## src/rtl/player_bullet_datapath.sv

```systemverilog
// Player bullet: spawns at the player on fire, rises by SPEED per tick, ends on an
// enemy hit or on leaving the top of the screen, then waits out a cooldown before re-arming.
module player_bullet_datapath #(
    parameter int SPEED          = 3,
    parameter int SPAWN_Y        = 110,
    parameter int X_OFFSET       = 4,
    parameter int ENEMY_W        = 8,
    parameter int ENEMY_H        = 9,
    parameter int COOLDOWN_TICKS = 8
) (
    input  logic       clk,
    input  logic       n_reset,
    input  logic       clear,
    input  logic       tick,
    input  logic       fire,
    input  logic [7:0] playerX,
    input  logic [7:0] enemyX,
    input  logic [6:0] enemyY,
    input  logic       enemyValid,
    output logic [7:0] bulletX,
    output logic [6:0] bulletY,
    output logic       bulletActive,
    output logic       hitPulse,
    output logic       topReached,
    output logic       ready
);

    localparam int CNT_W = $clog2(COOLDOWN_TICKS + 1);

    typedef enum logic [1:0] {IDLE, FLIGHT, COOLDOWN} state_t;

    state_t           state_q, state_d;
    logic [7:0]       bx_q, bx_d;
    logic [6:0]       by_q, by_d;
    logic             act_q, act_d;
    logic             hit_q, hit_d;
    logic             top_q, top_d;
    logic [CNT_W-1:0] cnt_q, cnt_d;

    // Widened compares so a box near the right/bottom edge does not wrap.
    logic [8:0] ex_lo, ex_hi, bx9;
    logic [7:0] ey_lo, ey_hi, by8;
    logic       hit_now, top_now;

    assign ex_lo   = {1'b0, enemyX};
    assign ex_hi   = ex_lo + 9'(ENEMY_W);
    assign bx9     = {1'b0, bx_q};
    assign ey_lo   = {1'b0, enemyY};
    assign ey_hi   = ey_lo + 8'(ENEMY_H);
    assign by8     = {1'b0, by_q};
    assign hit_now = enemyValid && (bx9 >= ex_lo) && (bx9 < ex_hi)
                                && (by8 >= ey_lo) && (by8 < ey_hi);
    assign top_now = (by_q < 7'(SPEED));

    always_ff @(posedge clk or negedge n_reset) begin
        if (!n_reset) begin
            state_q <= IDLE;
            bx_q    <= '0;
            by_q    <= '0;
            act_q   <= 1'b0;
            hit_q   <= 1'b0;
            top_q   <= 1'b0;
            cnt_q   <= '0;
        end else begin
            state_q <= state_d;
            bx_q    <= bx_d;
            by_q    <= by_d;
            act_q   <= act_d;
            hit_q   <= hit_d;
            top_q   <= top_d;
            cnt_q   <= cnt_d;
        end
    end

    always_comb begin
        state_d = state_q;
        bx_d    = bx_q;
        by_d    = by_q;
        act_d   = act_q;
        hit_d   = 1'b0;
        top_d   = 1'b0;
        cnt_d   = cnt_q;
        if (clear) begin
            state_d = IDLE;
            bx_d    = '0;
            by_d    = '0;
            act_d   = 1'b0;
            cnt_d   = '0;
        end else begin
            case (state_q)
                IDLE: begin
                    if (fire) begin
                        bx_d    = playerX + 8'(X_OFFSET);
                        by_d    = 7'(SPAWN_Y);
                        act_d   = 1'b1;
                        state_d = FLIGHT;
                    end
                end
                FLIGHT: begin
                    if (tick) begin
                        if (hit_now) begin
                            hit_d   = 1'b1;
                            act_d   = 1'b0;
                            cnt_d   = CNT_W'(COOLDOWN_TICKS);
                            state_d = COOLDOWN;
                        end else if (top_now) begin
                            top_d   = 1'b1;
                            act_d   = 1'b0;
                            by_d    = '0;
                            cnt_d   = CNT_W'(COOLDOWN_TICKS);
                            state_d = COOLDOWN;
                        end else begin
                            by_d = by_q - 7'(SPEED);
                        end
                    end
                end
                COOLDOWN: begin
                    if (tick) begin
                        cnt_d = cnt_q - CNT_W'(1);
                        if (cnt_q == CNT_W'(1)) begin
                            state_d = IDLE;
                        end
                    end
                end
                default: state_d = IDLE;
            endcase
        end
    end

    always_comb begin
        ready        = (state_q == IDLE);
        bulletX      = bx_q;
        bulletY      = by_q;
        bulletActive = act_q;
        hitPulse     = hit_q;
        topReached   = top_q;
    end

endmodule

```

## config.mk

```make
export PLATFORM = sky130hd
export DESIGN_NAME = player_bullet_datapath
export DESIGN_NICKNAME = d
export VERILOG_FILES = /design/src/rtl/player_bullet_datapath.sv
export SDC_FILE = /design/constraint.sdc
export NUM_CORES = 1
export LEC_CHECK = 0
export CAP_MARGIN = 20
export CELL_PAD_IN_SITES_DETAIL_PLACEMENT = 0
export CELL_PAD_IN_SITES_GLOBAL_PLACEMENT = 1
export CORE_UTILIZATION = 34
export CTS_CLUSTER_DIAMETER = 60
export CTS_CLUSTER_SIZE = 28
export DETAILED_ROUTE_END_ITERATION = 12
export GPL_TIMING_DRIVEN = 0
export PLACE_DENSITY_LB_ADDON = 0.1
export SLEW_MARGIN = 10
export SYNTH_ARGS = -nofsm -noshare
export SYNTH_HDL_FRONTEND = slang
export SYNTH_SLANG_ARGS = --single-unit
```

## constraint.sdc

```tcl
create_clock -name clk -period 2.1 [get_ports clk]
set_input_delay 0.21 -clock clk [delete_from_list [all_inputs] [get_ports clk]]
set_output_delay 0.21 -clock clk [all_outputs]
set_load 0.05 [all_outputs]
```

==> metrics.md, run 1 <==
| Metric | Value |
|---|---|
| Unique masters post-synth | `between 40 and 50` |
| # setup viols final | `15` |
| Most common flop cell mapped by yosys | `dfrtp_1` |
| Flops & latches, synth | `24` |
| Htree depth | `1` |
| Number of flops mapped to enable cells by yosys | `0` |
| Slack of the critical path | `-290.8 ps` |
| Final Instance Area | `about 3000 µm²` |
| DR iter-0 viols | `84` |
| Core box area | `~5700 µm²` |
| Global-route wire length before repair | `roughly 9000 µm` |
| Mapped Area | `a little over 2000 µm²` |
| Core Util, Final | `0.5276` |
| Critical path class | `in2reg` |
| Setup Skew | `2.215 ps` |
| VDD IR max | `roughly 0.42 mV` |
| Die height | `about 80 µm` |
| Reg clk slew, reported paths | `about 90 ps` |
| Layout Nets | `~370` |
| Largest family of logic cells by synthesized area | `compound AO/OA/AOI/OAI gates` |
| Cells after Synth | `~240` |
| Initial antenna violation count | `0` |
| Static Leak | `around 0.0014 µW` |
| Drt via density | `roughly 5.2` |
| Die width | `around 80 µm` |
| Total chip power | `around 2400 µW` |
| Outcome | `complete, but fails checks` |
| Fin cells | `roughly 380` |
| Tmin final | `2391 ps` |
| Power per standard cell area | `789.1 nW/µm²` |
| Grt met3 use | `0.01943` |
| RSZ-0062 raised after global routing | `yes` |
| Met1 Use GR | `0.2483` |
| Post-place instance area | `~2700 µm²` |
| Syn avg cell area | `just under 9 µm²` |
| IO Pins | `48` |
| Max Root-Sink Buffers | `2` |
| Rel. slew slack | `0.5561` |
| Met2 Use GR | `0.2949` |
| Top-area cell type share of the netlist area | `0.2914` |
| Sequential element share of the synthesized area | `0.2914` |
| Final WL | `about 5300 µm` |
| WP data arrival | `2550 ps` |
| Startpoint class of the critical path | `input pin` |
| Final GP Congestion | `between 0.8 and 0.9` |
| Req. time, crit path | `2260 ps` |
| CTS Buf Count | `3` |
| Floorplan row count | `27` |
| Via Count | `1973` |
| Root Driver | `clkbuf_8` |
| Final Hold Viols | `0` |
| Initial core utilization | `0.3631` |
| Actual slew at the worst max-slew pin | `about 670 ps` |
| Max FO, Critical Path | `5` |
| Mux cell area share after synthesis | `0.01700` |
| Grt total ovfl | `0` |
| Hold_buf cts | `0` |
| Pre-Repair DR Iteration Count | `4` |
| Crit end category | `flop` |
| Simple-Gate Fraction of Synth Area | `0.1706` |
| # diodes | `0` |
| Port Buffer Count | `47` |
| Synth top area cells | `dfrtp_1, ha_1, inv_1, nand2_1, a21oi_1` |
| Cell Count Post-Placement | `358` |
| Synth Area in Compound Gates | `0.2204` |
| Max-cap violations | `0` |
| Clock Sinks | `24` |
| Adder and majority gate portion of the synthesized area | `0.2004` |
| Fill cells | `roughly 560` |
| Vias in the first global route | `1916` |
| GRT Util Overall | `0.1793` |
| DRC Markers | `0` |
| TritonCTS clock tree | `built` |
| Final setup TNS | `-3321 ps` |
| Post-synthesis xor/xnor area fraction | `0.05100` |
| Largest net degree at the start of global routing | `18` |
| Area grow syn2layout | `45.29%` |
| Avg WL per Cell | `between 10 and 15 µm` |
| Most used routing layer | `met2` |
| Area leader, netlist | `dfrtp_1` |
| Failing checks | `setup timing` |
| Crit share post-route | `1.138` |
| Min-Delay Path Class | `in2async` |
| Synth warn | `0` |
| Final Max Tran Viols | `0` |
| DIE AREA | `approximately 6400 µm²` |
| Placed wire-length estimate | `between 4000 and 5000 µm` |
| Layout cells sized above 1 | `0.1974` |
| Final antenna-violating net count | `0` |
| Worst skew pair latency | `between 200 and 300 ps` |
| Syn Nets | `300` |
| Asr flop ratio synth | `1.000` |
| Fmax | `around 420 MHz` |
registers in the layout, summed over array words and instances, names as in the netlist:
signal	flops
cnt_q	4
bulletX	8
state_q	2
bulletY	7
topReached	1
hitPulse	1
bulletActive	1
Yosys cell counts, types with 3 or more instances:
| cell type | n |
|---|---|
| a21oi_1 | 16 |
| a22o_1 | 3 |
| ha_1 | 33 |
| nand2b_1 | 5 |
| a211oi_1 | 3 |
| nor2_1 | 11 |
| nand4_1 | 4 |
| a21o_1 | 4 |
| o211ai_1 | 3 |
| o31ai_1 | 6 |
| o21ai_0 | 9 |
| nor3_1 | 6 |
| o21ai_1 | 5 |
| xor2_1 | 3 |
| a31oi_1 | 3 |
| nand3_1 | 11 |
| dfrtp_1 | 24 |
| inv_1 | 24 |
| xnor2_1 | 9 |
| and3_1 | 3 |
| nand2_1 | 23 |
| nor2b_1 | 4 |
worst paths after layout:
check	slack [ps]	start	depth (start not counted)	to
max	-290	enemyY[1]	13	bulletY[2]
min	240	n_reset	1	bulletY[0]
max reg2reg	-260	bulletY[6]	8	bulletY[2]
min reg2reg	530	cnt_q[3]	2	cnt_q[3]
max in group asynchronous	1380	n_reset	2	bulletX[0]
min in group clk	530	cnt_q[3]	2	cnt_q[3]
layout make-up:
type	count	area (µm²)	area share
tap	72	90.09	0.03009
timing repair buffer	62	613.1	0.2048
clock buffer	3	41.29	0.01379
clock inverter	1	30.03	0.01003
sequential	24	608.1	0.2031
inverter	25	93.84	0.03134
multi-input combinational	187	1510	0.5044
buffer	2	7.507	0.002507
repair_timing:
action	CTS	global route
setup buffers	12	2
endpoints found under the setup margin	16	17
pin swaps	14	10
resized for setup	49	15
hold endpoints to repair	0	0
layout by cell type (no fill, tap or decap), types with 3 or more instances in the layout:
master | synthesis | final
nand2b_1 | 5 | 5
nand2_1 | 23 | 21
buf_8 | 0 | 3
buf_4 | 0 | 10
dfrtp_2 | 0 | 6
a21oi_2 | 1 | 5
nand4_1 | 4 | 4
nand3_1 | 11 | 8
o21ai_1 | 5 | 4
o31ai_1 | 6 | 6
o211ai_1 | 3 | 3
dlygate4sd2_1 | 0 | 5
and3_1 | 3 | 3
dfrtp_1 | 24 | 18
clkdlybuf4s50_1 | 0 | 37
inv_1 | 24 | 23
nor2b_1 | 4 | 3
nor3_1 | 6 | 6
a21oi_1 | 16 | 10
nor2_1 | 11 | 10
o21ai_0 | 9 | 8
o21ai_2 | 1 | 3
xor2_1 | 3 | 3
clkbuf_8 | 0 | 3
ha_1 | 33 | 30
a22o_1 | 3 | 3
buf_6 | 0 | 3
a21o_1 | 4 | 4
xnor2_1 | 9 | 9
per-layer routing:
metal | vias up | wire [µm]
li1 | 1003 | -
met1 | 928 | 2669
met2 | 40 | 2422
met3 | 2 | 191
met4 | 0 | 24
met5 | - | 0
report_power, final:
part | leakage (µW) | internal [µW] | switching (µW)
registers | 0.000311 | 542 | 117
clock network | 0.0000357 | 255 | 155
logic | 0.00102 | 549 | 745
cells by family after synthesis:
family          after synthesis
compound gates               66
buf+inv                      27
simple gates                 73
xor+xnor                     12
flops                        24
fa+ha+maj                    33
mux                           3
per-stage QoR:
step / hold slack (ps) / setup WS, ps
2_1_floorplan: -85.59 / -458.6
3_3_place_gp: 515.6 / -1385
3_5_place_dp: 510.2 / -1364
4_1_cts: 251.8 / -277.7
5_1_grt: 262.0 / -372.9
6_report: 237.2 / -290.8
critical path, stage by stage:
cell and delay (ps):
buf_8 100, ha_4 160, a21oi_4 140, nor2_2 60
xnor2_1 120, ha_2 170, or4_4 480, a21oi_2 130
a222oi_1 120, a311oi_4 230, buf_6 180, nand3_4 100
a221o_1 340
No activity file was read; power rests on OpenSTA's default activity.
==> inputs of run 2 (changes only) <==
--- a/config.mk
+++ b/config.mk
@@ -5,13 +5,14 @@
 export SDC_FILE = /design/constraint.sdc
 export NUM_CORES = 1
 export LEC_CHECK = 0
-export CAP_MARGIN = 20
+export CAP_MARGIN = 25
 export CELL_PAD_IN_SITES_DETAIL_PLACEMENT = 0
 export CELL_PAD_IN_SITES_GLOBAL_PLACEMENT = 1
-export CORE_UTILIZATION = 34
+export CORE_UTILIZATION = 43
 export CTS_CLUSTER_DIAMETER = 60
 export CTS_CLUSTER_SIZE = 28
 export DETAILED_ROUTE_END_ITERATION = 12
+export DONT_BUFFER_PORTS = 1
 export GPL_TIMING_DRIVEN = 0
 export PLACE_DENSITY_LB_ADDON = 0.1
 export SLEW_MARGIN = 10
==> metrics.md, run 2 (synthesis gave the netlist of run 1 again) <==
| Metric | Value |
|---|---|
| Min-delay src | `playerX[2]` |
| Max Root-Sink Buffers | `2 (unchanged)` |
| Initial antenna violation count | `0 (unchanged)` |
| Floorplan row count | `24 (-11%)` |
| Final antenna-violating net count | `0 (unchanged)` |
| Final WL | `4761 µm (-10%)` |
| Slowest CP cell | `dfrtp_4` |
| Beginning of the worst register-to-register path | `bulletY[3]` |
| Setup Skew | `3.461 ps (+1.246 ps)` |
| Port Buffer Count | `0 (-100%)` |
| Power per standard cell area | `871.3 nW/µm² (+10%)` |
| DR iter-0 viols | `35 (-58%)` |
| Placed wire-length estimate | `3527 µm (-12%)` |
| Hold path depth | `1` |
| Max-cap violations | `0 (unchanged)` |
| Most frequent cells in the layout | `ha_1, inv_1, nand2_1` |
| Layout Nets | `317 (-14%)` |
| Failing checks | `DRC, setup timing` |
| Clock power share | `0.186 (+0.012)` |
| Multi-input logic area | `1529 µm² (+1.2%)` |
| Htree depth | `1 (unchanged)` |
| RSZ-0062 raised after global routing | `yes` |
| R2r worst-path depth | `9 (+1)` |
| Internal Power | `1193 µW (-11%)` |
| Root Driver | `clkbuf_8` |
| Die width | `71.23 µm (-11%)` |
| Worst skew pair latency | `270 ps (about the same)` |
| Largest register FFs | `8 (unchanged)` |
| Initial core utilization | `0.4606 (+0.09748)` |
| Crit share post-route | `1.195 (+0.05664)` |
| Pre-Repair DR Iteration Count | `8 (+4)` |
| VDD IR max | `0.5708 mV (+37%)` |
| Core box area | `4474 µm² (-21%)` |
| Slack of the critical path | `-409.7 ps (-118.9 ps)` |
| Fmax | `398.4 MHz (-4.7%)` |
| CP bufs+invs | `1 (-1)` |
| CP cell instances | `ha_4 > or4_4 > a21oi_2 > a222oi_1 > a311oi_4 > buf_6 > nand2_4 > mux2_4 > o21ai_2` |
| Critical path class | `reg2reg` |
| Final setup TNS | `-5544 ps (-2223 ps)` |
| Fill cells | `414 (-26%)` |
| Vias in the first global route | `1756 (-8.4%)` |
| CTS Buf Count | `3 (unchanged)` |
| Global-route wire length before repair | `8376 µm (-7.1%)` |
| Largest net degree at the start of global routing | `25 (+7)` |
| Static Leak | `0.001127 µW (-18%)` |
| Req. time, crit path | `2290 ps (+30 ps)` |
| Critical path's top delay family | `flip-flops` |
| Actual slew at the worst max-slew pin | `661.5 ps (-4.310 ps)` |
| Area grow syn2layout | `21.43%` |
| Final Hold Viols | `0 (unchanged)` |
| Total chip power | `2180 µW (-7.7%)` |
| # diodes | `0 (unchanged)` |
| Setup WS pre-CTS | `-854.6 ps (+508.9 ps)` |
| Crit end category | `flop` |
| DRC Markers | `3 (+3)` |
| FF-to-FF End | `bulletY[6]` |
| Critical path's largest stage delay | `600 ps (+120 ps)` |
| R2R setup slack | `-410 ps (-150 ps)` |
| Comb power frac | `0.380 (-0.168)` |
| Seq pwr share | `0.433 (+0.154)` |
| TritonCTS clock tree | `built` |
| Switching power total | `986.9 µW (-2.9%)` |
| Layout cells sized above 1 | `0.2205 (+0.02310)` |
| Max FO, Critical Path | `7 (+2)` |
| WP data arrival | `2700 ps (+150 ps)` |
| Final Max Tran Viols | `0 (unchanged)` |
| Rel. slew slack | `0.5590 (+0.002873)` |
| Grt total ovfl | `0 (unchanged)` |
| Via Count | `1768 (-10%)` |
| Drt via density | `5.778 (+10%)` |
| Clock Sinks | `24 (unchanged)` |
| Register area | `625.6 µm² (+2.9%)` |
| # setup viols final | `16 (+1)` |
| Startpoint class of the critical path | `flop` |
| Final GP Congestion | `0.7653 (-5.5%)` |
| GRT Util Overall | `0.2043 (+0.02502)` |
| Reg clk slew, reported paths | `90 ps (about the same)` |
| Avg WL per Cell | `15.56 µm (+10%)` |
| Commonest non-fill, non-tap cell in the layout | `ha_1` |
| Die height | `71.23 µm (-11%)` |
| Tmin final | `2510 ps (+118.9 ps)` |
| Sw Ratio | `0.4526 (+0.02223)` |
| IO Pins | `48 (unchanged)` |
| Hold EP | `bulletX[2]` |
| DIE AREA | `5073 µm² (-20%)` |
| Outcome | `complete, but fails checks` |
| Min-Delay Path Class | `in2reg` |
run 2: per-layer routing:
metal  vias up  GRT usage  share of wire
met3         4    0.02813          0.045
met1       823     0.2974           0.47
met5         -          0              0
met4         0    0.04000         0.0071
met2        37     0.3270           0.48
li1        904          -              -
run 2: worst max path at each step:
stage               startpoint          to  slack [ps]  cells after the start
floorplan            enemyY[0]  bulletY[6]        -460                     12
global placement    bulletX[4]  bulletY[5]        -890                      8
detailed placement  bulletX[4]  bulletY[5]        -850                      8
CTS                 bulletY[3]  bulletY[6]        -430                      9
global route        bulletY[3]  bulletY[1]        -520                     10
finish              bulletY[3]  bulletY[6]        -410                      9
run 2: layout make-up:
cell class / count / share of cell area
clock buffers: 3 / 0.01650
clock inverters: 1 / 0.01200
repair buffers: 12 / 0.04400
inverters: 25 / 0.03750
plain buffers: 2 / 0.003000
flip-flops and latches: 24 / 0.2500
well taps: 52 / 0.02600
multi-input cells: 187 / 0.6110
run 2: worst register-to-register path: cells and delay by family (launching register included):
kind | cells | cell delay, ps
and+or+nand+nor | 2 | 590
adders and majority gates | 1 | 200
AOI/OAI and AO/OA | 4 | 560
buffers and inverters | 1 | 180
DFF | 1 | 600
muxes | 1 | 300
run 2: stage by stage:
step,hold WS [ps],utilization,std cells,area (µm²)
after floorplan,-85.59,-,238,2092
after global placement,-85.16,0.4821,290,2157
after detailed placement,-85.07,0.4821,290,2157
after CTS,43.96,0.5386,303,2410
after global routing,47.23,0.5593,306,2502
final,48.55,0.5593,306,2502
run 2: repair_timing:
action | in CTS | in global routing
buffers inserted | 8 | 2
pin swaps | 9 | 9
gates resized for setup | 27 | 17
hold endpoints to repair | 24 | 24
setup endpoints to repair | 24 | 16
hold buffers | 1 | 1
run 2: power by group through the flow:
stage               registers [µW]  clock network, µW  logic (µW)
detailed placement             927                  0         670
floorplan                      873                  0         558
global placement               927                  0         675
finish                         945                406         829
CTS                            942                414         766
global route                   965                433         939
